### config.mk
export PLATFORM = sky130hd
export DESIGN_NAME = ctrl_src_arbiter
export DESIGN_NICKNAME = d
export VERILOG_FILES = /design/src/rtl/ctrl_src_arbiter.sv
export SDC_FILE = /design/constraint.sdc
export NUM_CORES = 1
export LEC_CHECK = 0
export BUFFER_PORTS_ARGS = -buffer_cell sky130_fd_sc_hd__buf_2
export CORE_AREA = 2 2 42 82
export CTS_BUF_LIST = sky130_fd_sc_hd__clkbuf_8 sky130_fd_sc_hd__clkbuf_16
export DETAILED_ROUTE_END_ITERATION = 16
export DIE_AREA = 0 0 44 84
export HOLD_SLACK_MARGIN = 0.06
export PLACE_DENSITY = 0.7
export SLEW_MARGIN = 20
export SYNTH_ARGS = -nofsm -noshare
export SYNTH_HDL_FRONTEND = slang
export SYNTH_SLANG_ARGS = --single-unit
### constraint.sdc
create_clock -name iClk -period 1.5 [get_ports iClk]
set_input_delay 0.3 -clock iClk [delete_from_list [all_inputs] [get_ports iClk]]
set_output_delay 0.3 -clock iClk [all_outputs]
set_load 0.03 [all_outputs]
### src/rtl/ctrl_src_arbiter.sv
// Selects one of NUM_SRC control sources onto the set/mode/button bus.
// A guard interval on every source switch keeps spurious pulses off the bus.
module ctrl_src_arbiter #(
  parameter int NUM_SRC   = 2,
  parameter int MODE_W    = 4,
  parameter int BTN_W     = 4,
  parameter int GUARD_CYC = 4,
  parameter int SEL_W     = 3
) (
  input  logic                      iClk,
  input  logic                      iRst_n,
  input  logic [SEL_W-1:0]          iSel,
  input  logic [NUM_SRC-1:0]        iSet,
  input  logic [NUM_SRC*MODE_W-1:0] iMode,
  input  logic [NUM_SRC*BTN_W-1:0]  iBtn,
  output logic                      oSet,
  output logic [MODE_W-1:0]         oMode,
  output logic [BTN_W-1:0]          oBtn,
  output logic [SEL_W-1:0]          oSrc,
  output logic                      oBusy
);

  localparam int                CNT_W      = $clog2(GUARD_CYC) + 1;
  localparam logic [CNT_W-1:0]  GUARD_LOAD = CNT_W'(GUARD_CYC - 1);
  localparam logic [SEL_W:0]    NUM_SRC_L  = (SEL_W + 1)'(NUM_SRC);

  typedef enum logic {ACTIVE, GUARD} state_t;

  state_t            state;
  logic [SEL_W-1:0]  target;
  logic [CNT_W-1:0]  guardCnt;
  logic [BTN_W-1:0]  arm;
  logic [BTN_W-1:0]  prevBtn;

  logic              curSet;
  logic [MODE_W-1:0] curMode;
  logic [BTN_W-1:0]  curBtn;
  logic              selValid;

  // Mux the currently active source; oSrc is always a legal index.
  always_comb begin
    curSet  = 1'b0;
    curMode = '0;
    curBtn  = '0;
    for (int k = 0; k < NUM_SRC; k++) begin
      if (oSrc == SEL_W'(k)) begin
        curSet  = iSet[k];
        curMode = iMode[k*MODE_W +: MODE_W];
        curBtn  = iBtn[k*BTN_W +: BTN_W];
      end
    end
  end

  assign selValid = ({1'b0, iSel} < NUM_SRC_L);

  always_ff @(posedge iClk or negedge iRst_n) begin
    if (!iRst_n) begin
      state    <= ACTIVE;
      target   <= '0;
      guardCnt <= '0;
      arm      <= '0;
      prevBtn  <= '1;
      oSet     <= 1'b0;
      oMode    <= '0;
      oBtn     <= '0;
      oSrc     <= '0;
      oBusy    <= 1'b0;
    end else begin
      case (state)
        ACTIVE: begin
          oSet    <= curSet;
          oMode   <= curMode;
          // A button must be seen low on this source before a rising edge counts.
          oBtn    <= arm & ~prevBtn & curBtn;
          arm     <= arm | ~curBtn;
          prevBtn <= curBtn;
          if (selValid && (iSel != oSrc)) begin
            target   <= iSel;
            guardCnt <= GUARD_LOAD;
            oBusy    <= 1'b1;
            state    <= GUARD;
          end
        end
        GUARD: begin
          oBtn <= '0;
          // Any new valid request (including back to oSrc) restarts the interval.
          if (selValid && (iSel != target)) begin
            target   <= iSel;
            guardCnt <= GUARD_LOAD;
          end else if (guardCnt == '0) begin
            oSrc    <= target;
            arm     <= '0;
            prevBtn <= '1;
            oBusy   <= 1'b0;
            state   <= ACTIVE;
          end else begin
            guardCnt <= guardCnt - CNT_W'(1);
          end
        end
        default: state <= ACTIVE;
      endcase
    end
  end

endmodule

==> results_dict.tcl, run 1 <==
set metrics [dict create \
    r2r_end "oSrc[2]" \
    drive_above_1_share_pct 46.2 \
    max_freq_mhz 645 \
    syn_area_per_cell_um2 11.1 \
    clk_pin_slew_ns 0.10 \
    dieArea_mm2 0.00370 \
    dp_hpwl_um 2180 \
    dp_slack_ns -0.0709 \
    yosys.area_share.simple_pct 16.4 \
    drv_cap 0 \
    crit_chain "inv_2, ha_4, nor4b_4, a22o_4, nand2_4, mux2_4" \
    p_total_mw 3.56 \
    drc_errors 0 \
    sw_frac_of_total_pct 38.1 \
    reg2reg_slack_ns -0.05 \
    p_clk_share_pct 16.7 \
    routabilityCongestion 0.786 \
    netlist_instances 120 \
    cp_slowest_cell "dfrtp_1" \
    initial_utilization_pct 42.7 \
    area_growth_pct 32.2 \
    clk_path_buf_depth 2 \
    synth_area_leaders "dfrtp_1 (45%), dfstp_2 (7.9%), mux2_2 (6.8%), o21ai_0 (5.3%), nand2_1 (4.2%)" \
    io_pins 36 \
    whs_endpoint "oMode[3]" \
    worstPathMaxFanout 3 \
    worstReg2RegStart "guardCnt[1]" \
    slew_viol_final 0 \
    synth_top_family_by_area "simple AND/OR/NAND/NOR gates" \
    layout_worst_path_cycle_share_pct 103 \
    cts_tree "yes" \
    ys_warn_count 0 \
    leakage_nw 0.867 \
    hold_path_class "in2reg" \
    violations "setup timing" \
    finalSetupViolations 4 \
    grt_max_degree 29 \
    drtIter0Drc 24 \
    netlist_area_mm2 0.00133 \
    finalWorstSetupSlack_ns -0.0515 \
    synthAdderAreaFrac_pct 1.88 \
    synth_top_area_share_pct 45.1 \
    core-area_mm2 0.00312 \
    rsz0062_at_grt "true" \
    critPathMaxStageDelay_ns 0.40 \
    cp.arrival_ns 1.71 \
    clk_latency_ns 0.28 \
    n_antenna_cell 0 \
    clkSinkCount 28 \
    vias_per_cell 5.43 \
    yosys.area.top_type "dfrtp_1" \
    synth_compound_area_share_pct 13.9 \
    p_comb_share_pct 47.3 \
    hold_depth 3 \
    first_global_vias 1117 \
    worst_ep_required_time_ns 1.66 \
    root_buffer "clkbuf_8" \
    worst_slew_pin_slew_ns 0.620 \
    htreeDepth 1 \
    wire_per_inst_um 14.6 \
    synth-xor-area-share_pct 1.32 \
    grt_overflow_total 0 \
    p_int_mw 2.20 \
    finalCriticalPeriod_ns 1.55 \
    ir_drop_uv 1290 \
    maxSlewHeadroom_pct 58.6 \
    synth_ff_type "dfrtp_1" \
    hp-start "iMode[3]" \
    hold_viol_final 0 \
    critical_path_class "reg2reg" \
    track_usage_pct 17.6 \
    nets 197 \
    dieWidth_um 44 \
    status "finished with violations" \
    row_count 29 \
    synth_mux_area_share_pct 11.4 \
    drtPass1Iterations 4 \
    ys_ff_latch 28 \
    seq_area_frac_synth_pct 53.0 \
    synth_edf_count 0 \
    rr_worst_depth 6 \
    synth-async-reset-ratio_pct 100 \
    grt_pass1_wl_um 5020 \
    power_density_mw_per_mm2 2020 \
    vias 1097 \
    share_seq_of_total_power_pct 36.0 \
    grt_antenna_before_repair 0 \
    port_buffers 35 \
    synth.net_count 145 \
    critPathCaptureType "register" \
    power.switching_mw 1.36 \
    die_h_um 84 \
    clock_skew_ns 0.00787 \
    cts_made_buffers 3 \
    wl_um 2940 \
    fill_cells 284 \
    synthDistinctLibCells 33 \
    ant_nets 0 \
    cp-start-kind "register" \
]
[logic make-up (layout without fill, tap and decap cells)]
| family | Yosys count | count (layout) |
|---|---|---|
| xor gates and xnor gates | 2 | 2 |
| and+or+nand+nor | 39 | 39 |
| AOI/OAI and AO/OA | 29 | 29 |
| buffers and inverters | 6 | 57 |
| DFF | 28 | 28 |
| adders and majority gates | 2 | 2 |
| muxes | 14 | 14 |
[synth_stat cells, types with 2 or more instances]
cell       n
a21oi_1    8
clkbuf_1   2
dfrtp_1   24
dfstp_2    4
ha_1       2
inv_1      2
mux2_2     8
mux2i_1    5
nand2_1   15
nor2_1    10
nor4b_1    4
o21ai_0   14
xnor2_1    2
[worst max-delay path by stage]
stage / startpoint / to / slack [ns] / cells after the start
after floorplan: guardCnt[0] / oSrc[0] / -0.007 / 6
after global placement: guardCnt[1] / oSrc[0] / -0.003 / 6
after detailed placement: guardCnt[0] / oSrc[2] / -0.07 / 6
after CTS: guardCnt[0] / oSrc[2] / -0.03 / 6
after global routing: guardCnt[1] / oSrc[2] / -0.12 / 6
final: guardCnt[1] / oSrc[2] / -0.05 / 6
[critical path, delay by kind of cell (launching register included)]
| kind | cells | cell delay (ns) |
|---|---|---|
| muxes | 1 | 0.30 |
| DFF | 1 | 0.40 |
| AOI/OAI and AO/OA | 1 | 0.18 |
| buffers and inverters | 1 | 0.09 |
| adders and majority gates | 1 | 0.15 |
| and+or+nand+nor | 2 | 0.33 |
[layout make-up]
class / count / area [um^2] / share of cell area (%)
Inverter: 2 / 7.51 / 0.426
Clock inverter: 1 / 30.0 / 1.71
Clock buffer: 3 / 41.3 / 2.35
Tap cell: 31 / 38.8 / 2.20
Sequential cell: 28 / 706 / 40.1
Multi-Input combinational cell: 86 / 636 / 36.1
Timing Repair Buffer: 51 / 302 / 17.1
[routing by layer]
layer	global-route usage [%]	vias to the layer above	share of wire, %
met5	0	-	0
met4	6.34	0	1.9
met3	2.16	6	3.2
met2	31.4	30	58
met1	20.4	536	37
li1	-	525	-
[placed cells by master (no fill, tap or decap), types with 5 or more instances in the layout]
cell and instances:
a21oi_1 8, buf_2 35, buf_4 14, dfrtp_1 24
mux2_2 6, mux2i_1 5, nand2_1 15, nor2_1 9
o21ai_0 12
[state kept, by name (all words and copies together), names as in the netlist, 3 cells and up]
register	count
arm	4
oBtn	4
oMode	4
prevBtn	4
guardCnt	3
oSrc	3
target	3
[power by group through the flow]
| stage | registers (mW) | clock network (mW) | logic, mW |
|---|---|---|---|
| floorplan | 1.51 | 0 | 0.831 |
| global placement | 1.27 | 0 | 1.48 |
| detailed placement | 1.29 | 0 | 1.53 |
| CTS | 1.28 | 0.602 | 1.64 |
| global route | 1.33 | 0.638 | 1.85 |
| finish | 1.28 | 0.592 | 1.68 |
[through the flow]
step | instances | instance area (um^2) | setup TNS [ns] | util, % | hold WS [ns]
finish | 202 | 1760 | -0.129 | 56.4 | 0.313
global route | 202 | 1760 | -0.542 | 56.4 | 0.324
CTS | 200 | 1730 | -0.0537 | 55.6 | 0.310
detailed placement | 191 | 1600 | -0.278 | 51.3 | 0.347
global placement | 191 | 1600 | -0.00808 | 51.3 | 0.336
floorplan | 120 | 1340 | -0.0199 | - | 0.00441
[timing repair]
action                                 in CTS  in global routing
endpoints found under the hold margin      24                  0
gates resized for setup                     6                  4
buffers inserted                            4                  2
pin swaps                                   3                  2
setup endpoints to repair                   7                 10
hold buffers                                1                  0
No activity file was read; power rests on OpenSTA's default activity.
==> run 2: changes to the inputs <==
--- a/config.mk
+++ b/config.mk
@@ -5,13 +5,12 @@
 export SDC_FILE = /design/constraint.sdc
 export NUM_CORES = 1
 export LEC_CHECK = 0
-export BUFFER_PORTS_ARGS = -buffer_cell sky130_fd_sc_hd__buf_2
 export CORE_AREA = 2 2 42 82
 export CTS_BUF_LIST = sky130_fd_sc_hd__clkbuf_8 sky130_fd_sc_hd__clkbuf_16
 export DETAILED_ROUTE_END_ITERATION = 16
 export DIE_AREA = 0 0 44 84
+export DONT_BUFFER_PORTS = 1
 export HOLD_SLACK_MARGIN = 0.06
-export PLACE_DENSITY = 0.7
 export SLEW_MARGIN = 20
 export SYNTH_ARGS = -nofsm -noshare
 export SYNTH_HDL_FRONTEND = slang
==> results_dict.tcl, run 2 (synthesis gave the netlist of run 1 again) <==
set metrics [dict create \
    status "finished with violations" \
    violations "setup timing" \
    drc_errors 0 \
    p_clk_share_pct 17.3 \
    grt_max_degree 29 \
    power_density_mw_per_mm2 2110 \
    cp.arrival_ns 1.67 \
    n_antenna_cell 0 \
    port_buffers 0 \
    p_comb_share_pct 37.4 \
    io_pins 36 \
    wl_um 2660 \
    cp-start-kind "register" \
    rr_worst_depth 6 \
    worst_slew_pin_slew_ns 0.355 \
    cts_tree "yes" \
    critPathCaptureType "register" \
    grt_antenna_before_repair 0 \
    ant_nets 0 \
    wire_per_inst_um 15.7 \
    hold_depth 1 \
    p_int_mw 2.11 \
    routabilityCongestion 0.727 \
    power.switching_mw 1.32 \
    clk_pin_slew_ns 0.10 \
    hold_slack_ns 0.151 \
    layout_commonest_cell "dfrtp_1" \
    dieWidth_um 44 \
    ir_drop_uv 1010 \
    max_freq_mhz 664 \
    maxSlewHeadroom_pct 76.3 \
    core-area_mm2 0.00312 \
    share_seq_of_total_power_pct 45.4 \
    area_growth_pct 21.6 \
    drv_cap 0 \
    first_global_vias 946 \
    finalSetupViolations 2 \
    p_total_mw 3.42 \
    rsz0062_at_grt "true" \
    htreeDepth 1 \
    die_h_um 84 \
    worstPathMaxFanout 3 \
    drtPass1Iterations 4 \
    slew_viol_final 0 \
    worst_ep_required_time_ns 1.66 \
    dp_slack_ns -0.0316 \
    clkSinkCount 28 \
    nets 164 \
    row_count 29 \
    drive_above_1_share_pct 34.8 \
    finalCriticalPeriod_ns 1.51 \
    drtIter0Drc 16 \
    hold_path_class "in2reg" \
    mostFrequentLayoutCells "dfrtp_1 (24), nand2_1 (15), buf_4 (15)" \
    dieArea_mm2 0.00370 \
    initial_utilization_pct 42.7 \
    cts_made_buffers 3 \
    grt_pass1_wl_um 4280 \
    vias_per_cell 5.67 \
    critical_path_class "reg2reg" \
    sw_frac_of_total_pct 38.5 \
    clk_latency_ns 0.28 \
    vias 958 \
    dp_hpwl_um 1930 \
    layout_worst_path_cycle_share_pct 100 \
    hold_viol_final 0 \
    track_usage_pct 15.6 \
    clk_path_buf_depth 2 \
    clock_skew_ns 0.00841 \
    root_buffer "clkbuf_8" \
    grt_overflow_total 0 \
    finalWorstSetupSlack_ns -0.00579 \
    leakage_nw 0.736 \
    fill_cells 273 \
]
[run 2: cell types whose count changed in the layout (fill, tap and decap cells not counted), sizes merged]
| cell | before | now |
|---|---|---|
| buf | 50 | 17 |
[run 2: final timing paths]
| path | startpoint | end | slack, ns |
|---|---|---|---|
| max reg2reg | guardCnt[1] | oSrc[2] | -0.006 |
| max | guardCnt[1] | oSrc[2] | -0.006 |
| max in group asynchronous | iRst_n | prevBtn[1] | 0.83 |
| min reg2reg | arm[3] | arm[3] | 0.55 |
| min | iSel[0] | target[0] | 0.15 |
| min in group asynchronous | iRst_n | oBtn[3] | 0.45 |
[run 2: layout make-up]
| class | count | area, um^2 | area share (%) |
|---|---|---|---|
| clock buffer | 3 | 41.3 | 2.55 |
| inverter | 2 | 7.51 | 0.464 |
| timing repair buffer | 18 | 154 | 9.51 |
| tap | 31 | 38.8 | 2.40 |
| clock inverter | 1 | 30.0 | 1.85 |
| multi-input combinational | 86 | 642 | 39.6 |
| sequential | 28 | 706 | 43.6 |
[run 2: what timing repair did]
item                                   4_1_cts  5_1_grt
pin swaps                                    2        3
setup endpoints to repair                    5       12
resized for setup                            4       10
setup buffers                                1        3
endpoints found under the hold margin       28        0
hold buffers                                 2        0
[run 2: power by group through the flow]
stage	registers [mW]	clock network [mW]	logic (mW)
after detailed placement	1.55	0	1.11
after global placement	1.54	0	1.08
after global routing	1.59	0.640	1.44
after floorplan	1.51	0	0.831
after CTS	1.54	0.604	1.19
final	1.55	0.591	1.28
[run 2: stage by stage]
stage | TNS [ns] | utilization (%) | area [um^2] | instances
floorplan | -0.0199 | - | 1340 | 120
global placement | -0.0129 | 46.4 | 1450 | 159
detailed placement | -0.0815 | 46.4 | 1450 | 159
CTS | -0.00924 | 50.4 | 1570 | 166
global route | -0.278 | 51.9 | 1620 | 169
finish | -0.00661 | 51.9 | 1620 | 169
[run 2: layer usage]
metal | vias up | global-route usage [%] | part of all wire (%)
met4 | 0 | 9.37 | 2.7
li1 | 457 | - | -
met5 | - | 0 | 0
met1 | 459 | 19.0 | 41
met2 | 36 | 24.2 | 51
met3 | 6 | 3.25 | 4.9
[run 2: critical path, cell delays in order (launching register included)]
cell and delay, ns:
dfrtp_1 0.37, inv_2 0.06, ha_4 0.16, nor2b_4 0.13
a22o_4 0.27, nand2_4 0.08, mux2_2 0.33
